==> config.mk <==
export PLATFORM = sky130hd
export DESIGN_NAME = qos_window_controller
export DESIGN_NICKNAME = d
export VERILOG_FILES = /design/src/rtl/qos_pkg.sv /design/src/rtl/qos_stream_pkt_counter.sv /design/src/rtl/qos_window_controller.sv
export SDC_FILE = /design/constraint.sdc
export NUM_CORES = 1
export LEC_CHECK = 0
export BUFFER_PORTS_ARGS = -buffer_cell sky130_fd_sc_hd__buf_4
export CELL_PAD_IN_SITES_DETAIL_PLACEMENT = 1
export CELL_PAD_IN_SITES_GLOBAL_PLACEMENT = 2
export CORE_MARGIN = 2
export CORE_UTILIZATION = 33
export DETAILED_ROUTE_END_ITERATION = 7
export PLACE_DENSITY = 0.79
export SLEW_MARGIN = 20
export SYNTH_ARGS = -nofsm -noshare
export SYNTH_HDL_FRONTEND = slang
export SYNTH_SLANG_ARGS = --single-unit
==> constraint.sdc <==
create_clock -name clk -period 4.8 [get_ports clk]
set_clock_uncertainty 0.05 [all_clocks]
set_input_delay 0.96 -clock clk [delete_from_list [all_inputs] [get_ports clk]]
set_output_delay 0.96 -clock clk [all_outputs]
set_load 0.05 [all_outputs]
==> src/rtl/qos_pkg.sv <==
// Shared parameters, state encoding and helpers for the QoS window controller.
package qos_pkg;

  localparam int N_STREAMS = 4;
  localparam int CNT_W     = 8;
  localparam int PKT_W     = 16;
  localparam int TMO_W     = 24;

  localparam logic [7:0] TS_SYNC_BYTE = 8'h47;

  typedef enum logic [1:0] {
    ST_IDLE,
    ST_CLEAR,
    ST_MEASURE,
    ST_SNAP
  } state_e;

  // A zero packet target would end every window instantly, so floor it at 1.
  function automatic logic [PKT_W-1:0] pkt_target(
    input logic [PKT_W-1:0] window_pkts
  );
    return (window_pkts == '0) ? PKT_W'(1) : window_pkts;
  endfunction

endpackage

==> src/rtl/qos_stream_pkt_counter.sv <==
// Per-stream saturating packet counter with a target-reached flag.
module qos_stream_pkt_counter
  import qos_pkg::*;
(
  input  logic             clk,
  input  logic             reset,
  input  logic             clear,
  input  logic             cnt_en,
  input  logic [PKT_W-1:0] target,
  output logic [PKT_W-1:0] count,
  output logic             reached
);

  logic [PKT_W-1:0] cnt_q;
  logic [PKT_W-1:0] cnt_d;

  always_comb begin
    cnt_d = cnt_q;
    if (clear) begin
      cnt_d = '0;
    end else if (cnt_en && (cnt_q != '1)) begin
      cnt_d = cnt_q + PKT_W'(1);
    end
  end

  always_ff @(posedge clk or posedge reset) begin
    if (reset) begin
      cnt_q <= '0;
    end else begin
      cnt_q <= cnt_d;
    end
  end

  assign count   = cnt_q;
  assign reached = (cnt_q >= target);

endmodule

==> src/rtl/qos_window_controller.sv <==
// Sequences loss-counter measurement windows: count, snapshot, alarm, clear.
module qos_window_controller
  import qos_pkg::*;
(
  input  logic                       clk,
  input  logic                       reset,
  input  logic                       start,
  input  logic                       stop,
  input  logic [N_STREAMS-1:0]       stream_en,
  input  logic [PKT_W-1:0]           window_pkts,
  input  logic [TMO_W-1:0]           timeout_cyc,
  input  logic [CNT_W-1:0]           threshold,
  input  logic [N_STREAMS-1:0]       valid,
  input  logic [N_STREAMS-1:0]       sync,
  input  logic [N_STREAMS*CNT_W-1:0] error_count,
  output logic [N_STREAMS-1:0]       en_reset_counter,
  output logic [N_STREAMS*CNT_W-1:0] err_latched,
  output logic [N_STREAMS-1:0]       alarm,
  output logic [N_STREAMS-1:0]       starved,
  output logic                       window_done,
  output logic                       busy
);

  state_e                     state_q, state_d;
  logic [TMO_W-1:0]           tmo_q, tmo_d;
  logic                       stop_seen_q, stop_seen_d;
  logic [N_STREAMS-1:0]       en_rst_q, en_rst_d;
  logic [N_STREAMS*CNT_W-1:0] err_q, err_d;
  logic [N_STREAMS-1:0]       alarm_q, alarm_d;
  logic [N_STREAMS-1:0]       starved_q, starved_d;
  logic                       done_q, done_d;
  logic                       busy_q, busy_d;

  logic                 in_measure;
  logic                 in_clear;
  logic [PKT_W-1:0]     target;
  logic [N_STREAMS-1:0] cnt_en;
  logic [N_STREAMS-1:0] reached;
  logic [PKT_W-1:0]     pkt_cnt [N_STREAMS];
  logic                 count_end;
  logic                 tmo_hit;
  logic                 tmo_end;
  logic                 win_end;

  assign in_measure = (state_q == ST_MEASURE);
  assign in_clear   = (state_q == ST_CLEAR);
  assign target     = pkt_target(window_pkts);
  assign cnt_en     = {N_STREAMS{in_measure}} & valid & sync & stream_en;

  for (genvar i = 0; i < N_STREAMS; i++) begin : g_cnt
    qos_stream_pkt_counter u_cnt (
      .clk     (clk),
      .reset   (reset),
      .clear   (in_clear),
      .cnt_en  (cnt_en[i]),
      .target  (target),
      .count   (pkt_cnt[i]),
      .reached (reached[i])
    );
  end

  // Disabled streams must not gate; with none enabled only the timeout ends.
  assign count_end = (&(reached | ~stream_en)) & (|stream_en);
  assign tmo_hit   = (timeout_cyc != '0) &&
                     (tmo_q == timeout_cyc - TMO_W'(1));
  assign tmo_end   = tmo_hit & ~count_end;
  assign win_end   = in_measure & (count_end | tmo_hit);

  always_comb begin
    state_d     = state_q;
    stop_seen_d = stop_seen_q;
    unique case (state_q)
      ST_IDLE: begin
        stop_seen_d = 1'b0;
        if (start) state_d = ST_CLEAR;
      end
      ST_CLEAR: begin
        if (stop) stop_seen_d = 1'b1;
        state_d = ST_MEASURE;
      end
      ST_MEASURE: begin
        if (stop) stop_seen_d = 1'b1;
        if (win_end) state_d = ST_SNAP;
      end
      ST_SNAP: begin
        stop_seen_d = 1'b0;
        state_d = (stop_seen_q | stop) ? ST_IDLE : ST_CLEAR;
      end
      default: state_d = ST_IDLE;
    endcase
  end

  always_comb begin
    tmo_d = tmo_q;
    if (in_clear) begin
      tmo_d = '0;
    end else if (in_measure && (tmo_q != '1)) begin
      tmo_d = tmo_q + TMO_W'(1);
    end
  end

  always_comb begin
    en_rst_d  = (state_d == ST_CLEAR) ? stream_en : '0;
    done_d    = (state_d == ST_SNAP);
    busy_d    = (state_d != ST_IDLE);
    err_d     = err_q;
    alarm_d   = alarm_q;
    starved_d = starved_q;
    if (win_end) begin
      err_d = error_count;
      for (int i = 0; i < N_STREAMS; i++) begin
        alarm_d[i]   = stream_en[i] &
                       (error_count[i*CNT_W +: CNT_W] > threshold);
        starved_d[i] = tmo_end & stream_en[i] &
                       (pkt_cnt[i] < window_pkts);
      end
    end
  end

  always_ff @(posedge clk or posedge reset) begin
    if (reset) begin
      state_q     <= ST_IDLE;
      tmo_q       <= '0;
      stop_seen_q <= 1'b0;
      en_rst_q    <= '0;
      err_q       <= '0;
      alarm_q     <= '0;
      starved_q   <= '0;
      done_q      <= 1'b0;
      busy_q      <= 1'b0;
    end else begin
      state_q     <= state_d;
      tmo_q       <= tmo_d;
      stop_seen_q <= stop_seen_d;
      en_rst_q    <= en_rst_d;
      err_q       <= err_d;
      alarm_q     <= alarm_d;
      starved_q   <= starved_d;
      done_q      <= done_d;
      busy_q      <= busy_d;
    end
  end

  assign en_reset_counter = en_rst_q;
  assign err_latched      = err_q;
  assign alarm            = alarm_q;
  assign starved          = starved_q;
  assign window_done      = done_q;
  assign busy             = busy_q;

endmodule

After elaboration in Yosys (flattened, before gate mapping)
Index checks and enable logic that the tools add are counted.
{"block": "word_totals", "word_cells": 103, "output_inout_bits": 46, "inputBits": 96, "ff_bits": 137}
{"block": "classes", "mux": 18, "addsub": 6, "bitwise_logic": 23, "magnitude_cmp": 12, "n_eq_ne": 12, "n_reduce_logical": 19}
{"op": "$mux W16", "n": 9}
{"op": "$add A16 B1 Y16 const B", "n": 4}
{"op": "$ge A16 B16 Y1", "n": 4}
{"op": "$lt A16 B16 Y1", "n": 4}
{"op": "$ne A16 B16 Y1 const B", "n": 4}
{"op": "$mux W24", "n": 2}
{"op": "$gt A8 B8 Y1", "n": 4}
{"op": "$add A24 B1 Y24 const B", "n": 1}
{"op": "$eq A24 B24 Y1", "n": 1}
{"op": "$ne A24 B24 Y1 const B", "n": 1}
{"op": "$reduce_bool A24 Y1", "n": 1}
{"op": "$sub A24 B1 Y24 const B", "n": 1}
{"op": "$logic_not A16 Y1", "n": 1}
{"op": "$and A1 B1 Y1", "n": 15}
{"op": "$and A4 B4 Y4", "n": 3}
{"op": "$reduce_bool A2 Y1", "n": 6}
{"op": "$pmux W2 S4", "n": 1}
{"op": "$eq A2 B2 Y1 const B", "n": 3}
{"op": "$logic_and A1 B1 Y1", "n": 6}
{"op": "$eq A2 B1 Y1 const B", "n": 2}
{"op": "$mux W2", "n": 2}
{"op": "$mux W4", "n": 1}
{"op": "$not A4 Y4", "n": 1}
{"op": "$or A4 B4 Y4", "n": 1}
{"op": "9 further kinds", "n": 12}

Depth between registers and ports, before layout
Gate-level depths: netlist of run 1.
{"block": "logic_depth", "ltp_word": 12, "mapped_depth": 13, "depth_no_buf": 11}

Cells and area by module
From an unflattened synthesis of run 1, not the netlist that was laid out.
{"block": "hier_totals", "cells_unflattened": 1289, "hier_area_um2": 11444.7}
{"mod": "qos_window_controller", "area_per_inst_um2": 6294.8, "instances": 1, "cells_each": 681, "seq_area_each_um2": 1826.8}
{"mod": "qos_stream_pkt_counter", "area_per_inst_um2": 1287.5, "instances": 4, "cells_each": 152, "seq_area_each_um2": 400.4}

Worst setup path after synthesis of run 1
OpenSTA, ideal clock, no wires.
{"block": "synth_timing", "path_type": "input -> register", "startpoint": "input timeout_cyc[0]", "endpoint": "register err_q[10] (netlist: err_latched[10])", "path_slack_ns": 0.946, "path_buffers": 2, "arrival_time_ns": 3.678, "setup_time_ns": 0.125, "path_stages": 12, "t_required_ns": 4.625, "path_cell_list": "inv_1 -> ha_1 -> or4b_1 -> or4_1 -> or3_1 -> a22oi_1 -> nand4_1 -> nor4_1 -> a21oi_1 -> buf_6 -> buf_6 -> mux2_4"}
{"block": "synth_between", "elab_chain_cells": 5, "word_cells_on_any_way": 6, "classes_between": "1 x add/sub; 1 x eq/ne; 2 x bitwise; 2 x reduce/logical"}
{"element": "start: declaration", "line": "qos_window_controller.sv:11", "text": "input logic [TMO_W-1:0] timeout_cyc,"}
{"element": "$sub A24 B1 Y24", "line": "qos_window_controller.sv:65", "text": "(tmo_q == timeout_cyc - TMO_W'(1));"}
{"element": "$eq A24 B24 Y1", "line": "qos_window_controller.sv:65"}
{"element": "$logic_and A1 B1 Y1 *", "line": "qos_window_controller.sv:64", "text": "assign tmo_hit = (timeout_cyc != '0) &&"}
{"element": "$or A1 B1 Y1 *", "line": "qos_window_controller.sv:67", "text": "assign win_end = in_measure & (count_end | tmo_hit);"}
{"element": "$and A1 B1 Y1 *", "line": "qos_window_controller.sv:67"}
{"element": "end signal: assignment", "line": "qos_window_controller.sv:136", "text": "err_q <= err_d;"}
{"element": "end: declaration", "line": "qos_window_controller.sv:28", "text": "logic [N_STREAMS*CNT_W-1:0] err_q, err_d;"}
Mark *: on every way between the ends. The rest lies on a longest branch, timed or not.
A chain may end at the register's enable or synchronous reset.

Worst setup path after layout of run 1
{"block": "layout_timing", "startpoint": "input timeout_cyc[0]", "endpoint": "register err_q[25] (netlist: err_latched[25])"}
The elaborated chain is that of the path after synthesis.

==> flow_summary.toml, run 1 <==
[run_status]
status = "finished clean"

[setup_path]
worstPathBufferInverterCount = 3
cp_data_arrival_time_ns = 4.53
crit_family = "simple AND/OR/NAND/NOR gates"
regToRegSetupSlack_ns = 1.04
critical_path_class = "input port to register"
path_cells = "buf_4, inv_1, ha_1, or4b_1, or4_1, or3_1, a22oi_1, nand4_1, nor4_1, a21oi_4, buf_12, mux2_1"
r2r_start = "g_cnt[3].u_cnt.count[11]"
slowest_delay_ns = 0.56
cp_slowest_cell = "or4_1"
rr_worst_depth = 9
worstPathRequired_ns = 5.08
crit_fanout = 26
reg2reg_to = "err_latched[25]"
start_kind = "input port"
endpoint_kind = "register"

[drt]
via_per_inst = 5.33
vias = 8861
first_pass_iters = 4
post_drt_wl_per_cell_um = 19.6
drtIter0Drc = 314
wl_mm = 32.6
route.detailed.drc = 0
ant_nets = 0

[run]
drv_cap = 0

[worst_hold_path]
min_to = "starved[3]"
holdCritPathClass = "register to register"
holdCritStartpoint = "starved[3]"
hold_depth = 1

[clock_network]
numCtsBuffers = 17
clockBufferDepth = 2
ctsHtreeMaxLevel = 4
clk_pin_slew_worst_paths_ns = 0.07
root_buffer = "clkbuf_16"
postCtsSetupBuffers = 0
cts_hold_buf = 0
cts_tree = "built"
cts_resized = 0
clock-sinks = 137
clock_latency_ns = 0.45

[sta]
period_needed_ns = 4.25
fmax_mhz = 235
setup_viol = 0
fin_tns_setup_ns = 0
timing.final.crit_share_pct = 88.5
slew_headroom_pct = 29.2
hold_viol_final = 0
slew_viol_final = 0
tightest_slew_ns = 1.05
rsz0062_at_grt = "no"

[yosys]
synth_area_sq_mm = 0.0104
netlist.area_leader.share_pct = 32.8
synth-edff-count = 0
ys_warn_count = 0
ys_ff_latch = 137
avgSynthCellArea_sq_um = 9.49
synth_area_leaders = "dfrtp_1, ha_1, xor2_1, nor2_1, xnor2_1"
syn_inst = 1100
ys_seq_area_share_pct = 32.8
ys_types = 58
ys_async_sr_fraction_pct = 100
ys.flop_type = "dfrtp_1"
yosysTopAreaCell = "dfrtp_1"
synth_nets = 1362

[finish]
drive_gt1_share_pct = 17.5
fillCellCount = 3596
antenna_cells = 0
area_growth_pct = 20.9
fin_util_pct = 40.2
nets = 1510
fin_cells = 1663

[global_route]
grt_pass1_vias = 9409
grt_pass1_wl_mm = 52.4
grt_usage_pct = 20.3
overflow = 0
grt_max_degree = 81
antenna_found_initial = 0

[power]
power_mw = 4.62
peakVddDrop_v = 0.000223
powerDensity_mw_per_mm2 = 366
p_leak_nw = 6.32

[placed_design]
dp_hpwl_mm = 25.2
place.gp.congestion = 0.829
port_buffers = 141
dpl.cell_count = 1631

[floorplan]
dieHeight_um = 182
core-area_sq_mm = 0.0314
start_util_pct = 33.3
rows = 65
pin_count = 142
design.die.area_sq_mm = 0.0331
die_x_um = 182
layout make-up:
class                           count  area [sq um]  share of cell area [%]
Multi-Input combinational cell    876          6680                    52.9
Clock inverter                     13           159                    1.26
Tap cell                          402           503                    3.98
Inverter                           66           253                    2.00
Timing Repair Buffer              150          1150                    9.12
Sequential cell                   137          3430                    27.1
Clock buffer                       19           453                    3.59
cell families after synthesis:
kind of cell             count (synthesis)  share of synthesized area, %
AO/OA/AOI/OAI                          182                          11.5
XOR/XNOR                               105                          8.81
adder cells (fa/ha/maj)                166                          19.9
buffers and inverters                   87                          3.37
flip-flops                             137                          32.8
multiplexers                            42                          4.96
AND/OR/NAND/NOR                        381                          18.7
cells in the final DEF (no fill, tap or decap), types with 11 or more instances in the layout:
cell type / synthesis / layout
nand2b_1: 17 / 17
nor3_1: 15 / 15
ha_1: 166 / 165
mux2_2: 13 / 13
clkbuf_16: 0 / 17
nor2_1: 117 / 117
nor4_1: 19 / 19
nand2_1: 58 / 58
xnor2_1: 40 / 40
or3_1: 12 / 12
xor2_1: 65 / 65
nand4_1: 44 / 44
mux2_4: 15 / 15
buf_4: 0 / 148
a21oi_1: 43 / 42
a211oi_1: 11 / 11
a21o_1: 28 / 28
dfrtp_1: 137 / 137
and4_1: 12 / 12
o21ai_0: 40 / 40
nand3_1: 42 / 42
inv_1: 66 / 65
cells in the mapped netlist, types with 10 or more instances:
cell type and instances:
a21oi_1 43, a21o_1 28, a211oi_1 11, nand3_1 42, nor2_1 117, o21ai_0 40
xor2_1 65, xnor2_1 40, nand4_1 44, nand2b_1 17, nand2_1 58, mux2_4 15
mux2_2 13, clkbuf_1 16, dfrtp_1 137, nor2b_1 10, ha_1 166, nor3_1 15
and4_1 12, or3_1 12, inv_1 66, nor4_1 19
where the power goes:
group	switching [mW]	internal [mW]	total [mW]	leakage (nW)
clock network	0.587	0.807	1.39	0.301
logic	1.15	0.582	1.73	4.17
registers	0.145	1.35	1.49	1.85
total	1.88	2.74	4.62	6.32
routing by layer:
metal  global-route usage, %  wire (um)  vias to the layer above
li1                        -          -                     4308
met1                    27.2      15500                     4366
met2                    34.0      15300                      162
met3                    3.73       1430                       25
met4                    5.03        329                        0
met5                       0          0                        -
worst register-to-register path, delay by kind of cell (launching register included):
family | cells | cell delay, ns
AO/OA/AOI/OAI | 5 | 1.90
flip-flops | 1 | 0.43
multiplexers | 1 | 0.35
adder cells (fa/ha/maj) | 1 | 0.33
AND/OR/NAND/NOR | 1 | 0.29
buffers and inverters | 1 | 0.29
per-stage QoR:
| stage | worst slack, ns | hold WS (ns) | cell area (sq um) |
|---|---|---|---|
| CTS | 0.535 | 0.447 | 12600 |
| detailed placement | 0.0640 | 0.429 | 12000 |
| floorplan | 0.122 | 0.397 | 10400 |
| finish | 0.552 | 0.443 | 12600 |
| global route | 0.216 | 0.468 | 12600 |
| global placement | 0.169 | 0.427 | 12000 |
worst max path at each step:
stage,startpoint,to,slack [ns],cells past startpoint
2_1_floorplan,reset,alarm[0],0.12,1
3_3_place_gp,window_pkts[10],err_latched[17],0.17,13
3_5_place_dp,timeout_cyc[0],err_latched[26],0.06,12
4_1_cts,timeout_cyc[0],err_latched[25],0.54,12
5_1_grt,window_pkts[6],err_latched[25],0.22,14
6_report,timeout_cyc[0],err_latched[25],0.55,12
registers in the layout (all words and copies together) (netlist names):
register           flops
tmo_q                 24
alarm                  4
state_q                2
starved                4
en_reset_counter       4
window_done            1
g_cnt.u_cnt.count     64
busy                   1
stop_seen_q            1
err_latched           32
No activity file was read; power rests on OpenSTA's default activity.
==> run 2, diff against run 1 <==
--- a/config.mk
+++ b/config.mk
@@ -8,7 +8,6 @@
 export BUFFER_PORTS_ARGS = -buffer_cell sky130_fd_sc_hd__buf_4
 export CELL_PAD_IN_SITES_DETAIL_PLACEMENT = 1
 export CELL_PAD_IN_SITES_GLOBAL_PLACEMENT = 2
-export CORE_MARGIN = 2
 export CORE_UTILIZATION = 33
 export DETAILED_ROUTE_END_ITERATION = 7
 export PLACE_DENSITY = 0.79
==> run 2 against run 1 <==
- the flow now finishes with violations (DRC)
- highest routed layer unchanged
- combinational power is essentially flat
- non-clock buffer count shrank 2
- fmax grew 4.1%
- routed wire length shrank 4.1%
- critical path depth is the same
- clock power grew 4%
- global-route usage shrank 0.27 points
==> flow_summary.toml, run 2 (synthesis gave the netlist of run 1 again) <==
[sta]
setup_viol = 0
hold_viol_final = 0
tightest_slew_ns = 0.975
fin_tns_setup_ns = 0
slew_headroom_pct = 34.5
slew_viol_final = 0
period_needed_ns = 4.08
rsz0062_at_grt = "no"
setup_ws_ns = 0.719
whs_ns = 0.445
fmax_mhz = 245
timing.final.crit_share_pct = 85.0

[drt]
ant_nets = 0
wl_met2_mm = 14.7
via_per_inst = 5.37
wl_met3_mm = 1.17
top_layer_used = "met4"
wl_mm = 31.2
drtIter0Drc = 375
first_pass_iters = 6
post_drt_wl_per_cell_um = 18.9
vias = 8874
route.detailed.drc = 20
wl_met1_mm = 14.9

[setup_path]
cp_data_arrival_time_ns = 4.34
reg2reg_to = "g_cnt[1].u_cnt.count[11]"
startpoint = "timeout_cyc[0]"
critical_path_class = "input port to register"
regToRegSetupSlack_ns = 1.46
endpoint_kind = "register"
crit_fanout = 25
timing.critical_path.to = "err_latched[28]"
start_kind = "input port"
worstPathRequired_ns = 5.06
rr_worst_depth = 9
r2r_start = "state_q[0]"

[floorplan]
core-area_sq_mm = 0.0308
design.die.area_sq_mm = 0.0324
dieHeight_um = 180
pin_count = 142
rows = 64
start_util_pct = 33.9
die_x_um = 180

[placed_design]
place.gp.congestion = 0.821
pre_cts_ws_ns = 0.324
dp_hpwl_mm = 24.3
port_buffers = 141

[global_route]
grt_max_degree = 83
grt_usage_pct = 20.0
grt_pass1_wl_mm = 51.7
overflow = 0
antenna_found_initial = 0
grt_pass1_vias = 9468

[clock_network]
postCtsSetupBuffers = 0
cts_resized = 0
clock-sinks = 137
clock_latency_ns = 0.43
root_buffer = "clkbuf_16"
cts_hold_buf = 0
clockBufferDepth = 2
clk_pin_slew_worst_paths_ns = 0.06
cts_tree = "built"
ctsHtreeMaxLevel = 4
numCtsBuffers = 17

[finish]
largest_reg_flops = 64
fin_util_pct = 41.0
drive_gt1_share_pct = 17.1
mostFrequentLayoutCell = "ha_1"
antenna_cells = 0
area_growth_pct = 21.1
nets = 1508
final_cell_mix = "ha_1, buf_4, dfrtp_1"

[run_status]
violations = "DRC"
status = "complete, but fails checks"

[power]
peakVddDrop_v = 0.000228
p_leak_nw = 6.32
powerDensity_mw_per_mm2 = 369
power_mw = 4.66

[run]
drv_cap = 0

[worst_hold_path]
holdCritPathClass = "register to register"
## run 2: layer usage
metal  up-vias  global-route usage, %
met5         -                      0
met3        23                   2.92
met2       150                   33.7
met1      4398                   26.8
met4         0                   5.10
li1       4303                      -
## run 2: power breakdown
part,internal (mW),switching (mW)
combinational,0.583,1.13
clock,0.922,0.527
sequential,1.35,0.145
## run 2: worst min-delay path by stage
stage / from / endpoint / slack (ns) / depth (start not counted)
floorplan: stop_seen_q / stop_seen_q / 0.40 / 2
global placement: err_latched[28] / err_latched[28] / 0.43 / 1
detailed placement: err_latched[26] / err_latched[26] / 0.43 / 1
CTS: err_latched[26] / err_latched[26] / 0.45 / 1
global route: err_latched[26] / err_latched[26] / 0.46 / 1
finish: err_latched[26] / err_latched[26] / 0.44 / 1
## run 2: worst max-delay path, cell delays in order
cell and delay [ns]:
buf_4 0.13, inv_1 0.06, ha_1 0.20, or4b_1 0.54
or4_1 0.55, or3_1 0.40, a22oi_1 0.15, nand4_1 0.19
nor4_1 0.48, a21oi_4 0.12, buf_12 0.22, mux2_1 0.32
## run 2: per-stage QoR
step                      instances  area, sq um
after detailed placement       1623        12000
final                          1654        12700
after CTS                      1654        12600
after global routing           1654        12700
after floorplan                1100        10400
after global placement         1623        12000
## run 2: layout make-up
cell class,count,area [sq um]
fill,3574,18200
multi-input combinational,876,6690
sequential,137,3430
timing repair buffer,148,1150
tap,396,495
clock buffer,20,437
inverter,66,253
clock inverter,11,198
==> run 3, diff against run 2 <==
--- a/config.mk
+++ b/config.mk
@@ -11,6 +11,7 @@
 export CORE_UTILIZATION = 33
 export DETAILED_ROUTE_END_ITERATION = 7
 export PLACE_DENSITY = 0.79
+export REMOVE_ABC_BUFFERS = 1
 export SLEW_MARGIN = 20
 export SYNTH_ARGS = -nofsm -noshare
 export SYNTH_HDL_FRONTEND = slang
==> run 3 against run 2 <==
- the flow still finishes with violations (DRC)
- die area unchanged
- critical path depth decreased by 2
- non-clock buffer count decreased by 1
- flip-flop and latch count unchanged
- combinational power about the same
- routed wire length increased by 2.0%
- design area decreased by 0.58%
- register-to-register slack improved by 0.14 ns
- sequential share of layout area increased by 0.16 points
- largest power group unchanged
- highest routed layer unchanged
==> flow_summary.toml, run 3 (synthesis gave the netlist of run 1 again) <==
[clock_network]
root_buffer = "clkbuf_16"
ctsHtreeMaxLevel = 4
cts_resized = 0
postCtsSetupBuffers = 0
clock-sinks = 137
clock_latency_ns = 0.44
cts_hold_buf = 0
clk_pin_slew_worst_paths_ns = 0.07
numCtsBuffers = 17
cts_tree = "built"
clockBufferDepth = 2

[setup_path]
endpoint_kind = "register"
regToRegSetupSlack_ns = 1.60
r2r_start = "g_cnt[3].u_cnt.count[11]"
start_kind = "input port"
cp_data_arrival_time_ns = 4.27
rr_worst_depth = 9
slowest_delay_ns = 0.52
crit_fanout = 47
path_cells = "buf_4, nor4_1, nand3_1, or4_1, a2111oi_0, nand4_1, nor4_1, a21oi_4, buf_12, mux2_1"
crit_top_cell = "nor4_1"
critical_path_class = "input port to register"
worstPathRequired_ns = 5.07
cp_slowest_cell = "nor4_1"
reg2reg_to = "err_latched[19]"

[finish]
fillCellCount = 3540
final_cell_mix = "ha_1, buf_4, dfrtp_1"
antenna_cells = 0
area_growth_pct = 20.4
multi_input_comb_area_sq_mm = 0.00669
nets = 1507
final_area_sq_mm = 0.0126
drive_gt1_share_pct = 17.2
final-seq-area_sq_mm = 0.00343
mostFrequentLayoutCell = "ha_1"
largest_reg_flops = 64

[placed_design]
place.gp.congestion = 0.853
dpl_cell_area_sq_mm = 0.0120
dp_hpwl_mm = 24.9
port_buffers = 141

[sta]
fmax_mhz = 250
tightest_slew_ns = 0.940
hold_viol_final = 0
fin_tns_setup_ns = 0
slew_viol_final = 0
slew_headroom_pct = 36.8
period_needed_ns = 4.00
rsz0062_at_grt = "no"
setup_viol = 0
timing.final.crit_share_pct = 83.3

[floorplan]
start_util_pct = 33.9
design.die.area_sq_mm = 0.0324
core-area_sq_mm = 0.0308
rows = 64
pin_count = 142
dieHeight_um = 180
die_x_um = 180

[drt]
first_pass_iters = 7
via_per_inst = 5.37
ant_nets = 0
wl_mm = 31.9
route.detailed.drc = 9
post_drt_wl_per_cell_um = 19.3
vias = 8880
drtIter0Drc = 312

[run_status]
violations = "DRC"
status = "complete, but fails checks"

[global_route]
grt_pass1_vias = 9353
grt_pass1_wl_mm = 51.8
antenna_found_initial = 0
grt_max_degree = 93
overflow = 0
grt_usage_pct = 20.3

[run]
drv_cap = 0

[power]
p_leak_nw = 6.29
peakVddDrop_v = 0.000218
powerDensity_mw_per_mm2 = 368
power_mw = 4.63

[worst_hold_path]
min_to = "starved[1]"
holdCritStartpoint = "starved[1]"
hold_depth = 1
holdCritPathClass = "register to register"
## run 3: changes by cell type in the layout (fill, tap and decap cells not counted), sizes merged
cell      delta
inv         +11
bufinv       -4
clkinv       -4
clkbuf       -3
buf          -1
clkinvlp     +1
## run 3: worst max-delay path: cells and delay by family
family,cells,cell delay [ns]
AOI/OAI and AO/OA,2,0.54
muxes,1,0.35
buffers and inverters,2,0.33
and+or+nand+nor,5,2.03
## run 3: per-layer routing
| layer | track usage [%] | vias up | share of wire, % |
|---|---|---|---|
| li1 | - | 4301 | - |
| met1 | 26.7 | 4397 | 47 |
| met2 | 35.3 | 154 | 49 |
| met3 | 3.22 | 28 | 3.3 |
| met4 | 3.69 | 0 | 1.0 |
| met5 | 0 | - | 0 |
## run 3: final cells by class
cell class	count	area share (%)
timing repair buffer	147	8.87
tap	396	3.94
multi-input combinational	876	53.2
inverter	66	2.01
clock inverter	15	1.37
clock buffer	17	3.38
sequential	137	27.3
## run 3: how the worst max path moves through the flow
stage	start	endpoint	slack (ns)	cells past startpoint
global placement	timeout_cyc[0]	err_latched[25]	0.49	12
floorplan	window_pkts[6]	err_latched[15]	-1.12	11
CTS	timeout_cyc[0]	err_latched[25]	0.85	12
finish	timeout_cyc[0]	err_latched[25]	0.80	10
detailed placement	timeout_cyc[0]	err_latched[25]	0.39	12
global route	timeout_cyc[0]	err_latched[27]	0.64	10
## run 3: where the power goes
group | internal, mW | switching, mW | leakage (nW)
clock network | 0.747 | 0.635 | 0.290
registers | 1.35 | 0.149 | 1.85
logic | 0.587 | 1.16 | 4.15
## run 3: stage by stage
stage               hold WS (ns)  util, %  worst slack, ns  instances
global placement           0.422     38.8            0.489       1622
global route               0.477     40.8            0.637       1654
finish                     0.450     40.8            0.801       1654
detailed placement         0.437     38.8            0.392       1622
CTS                        0.454     40.8            0.852       1654
floorplan                  0.397        -            -1.12       1079
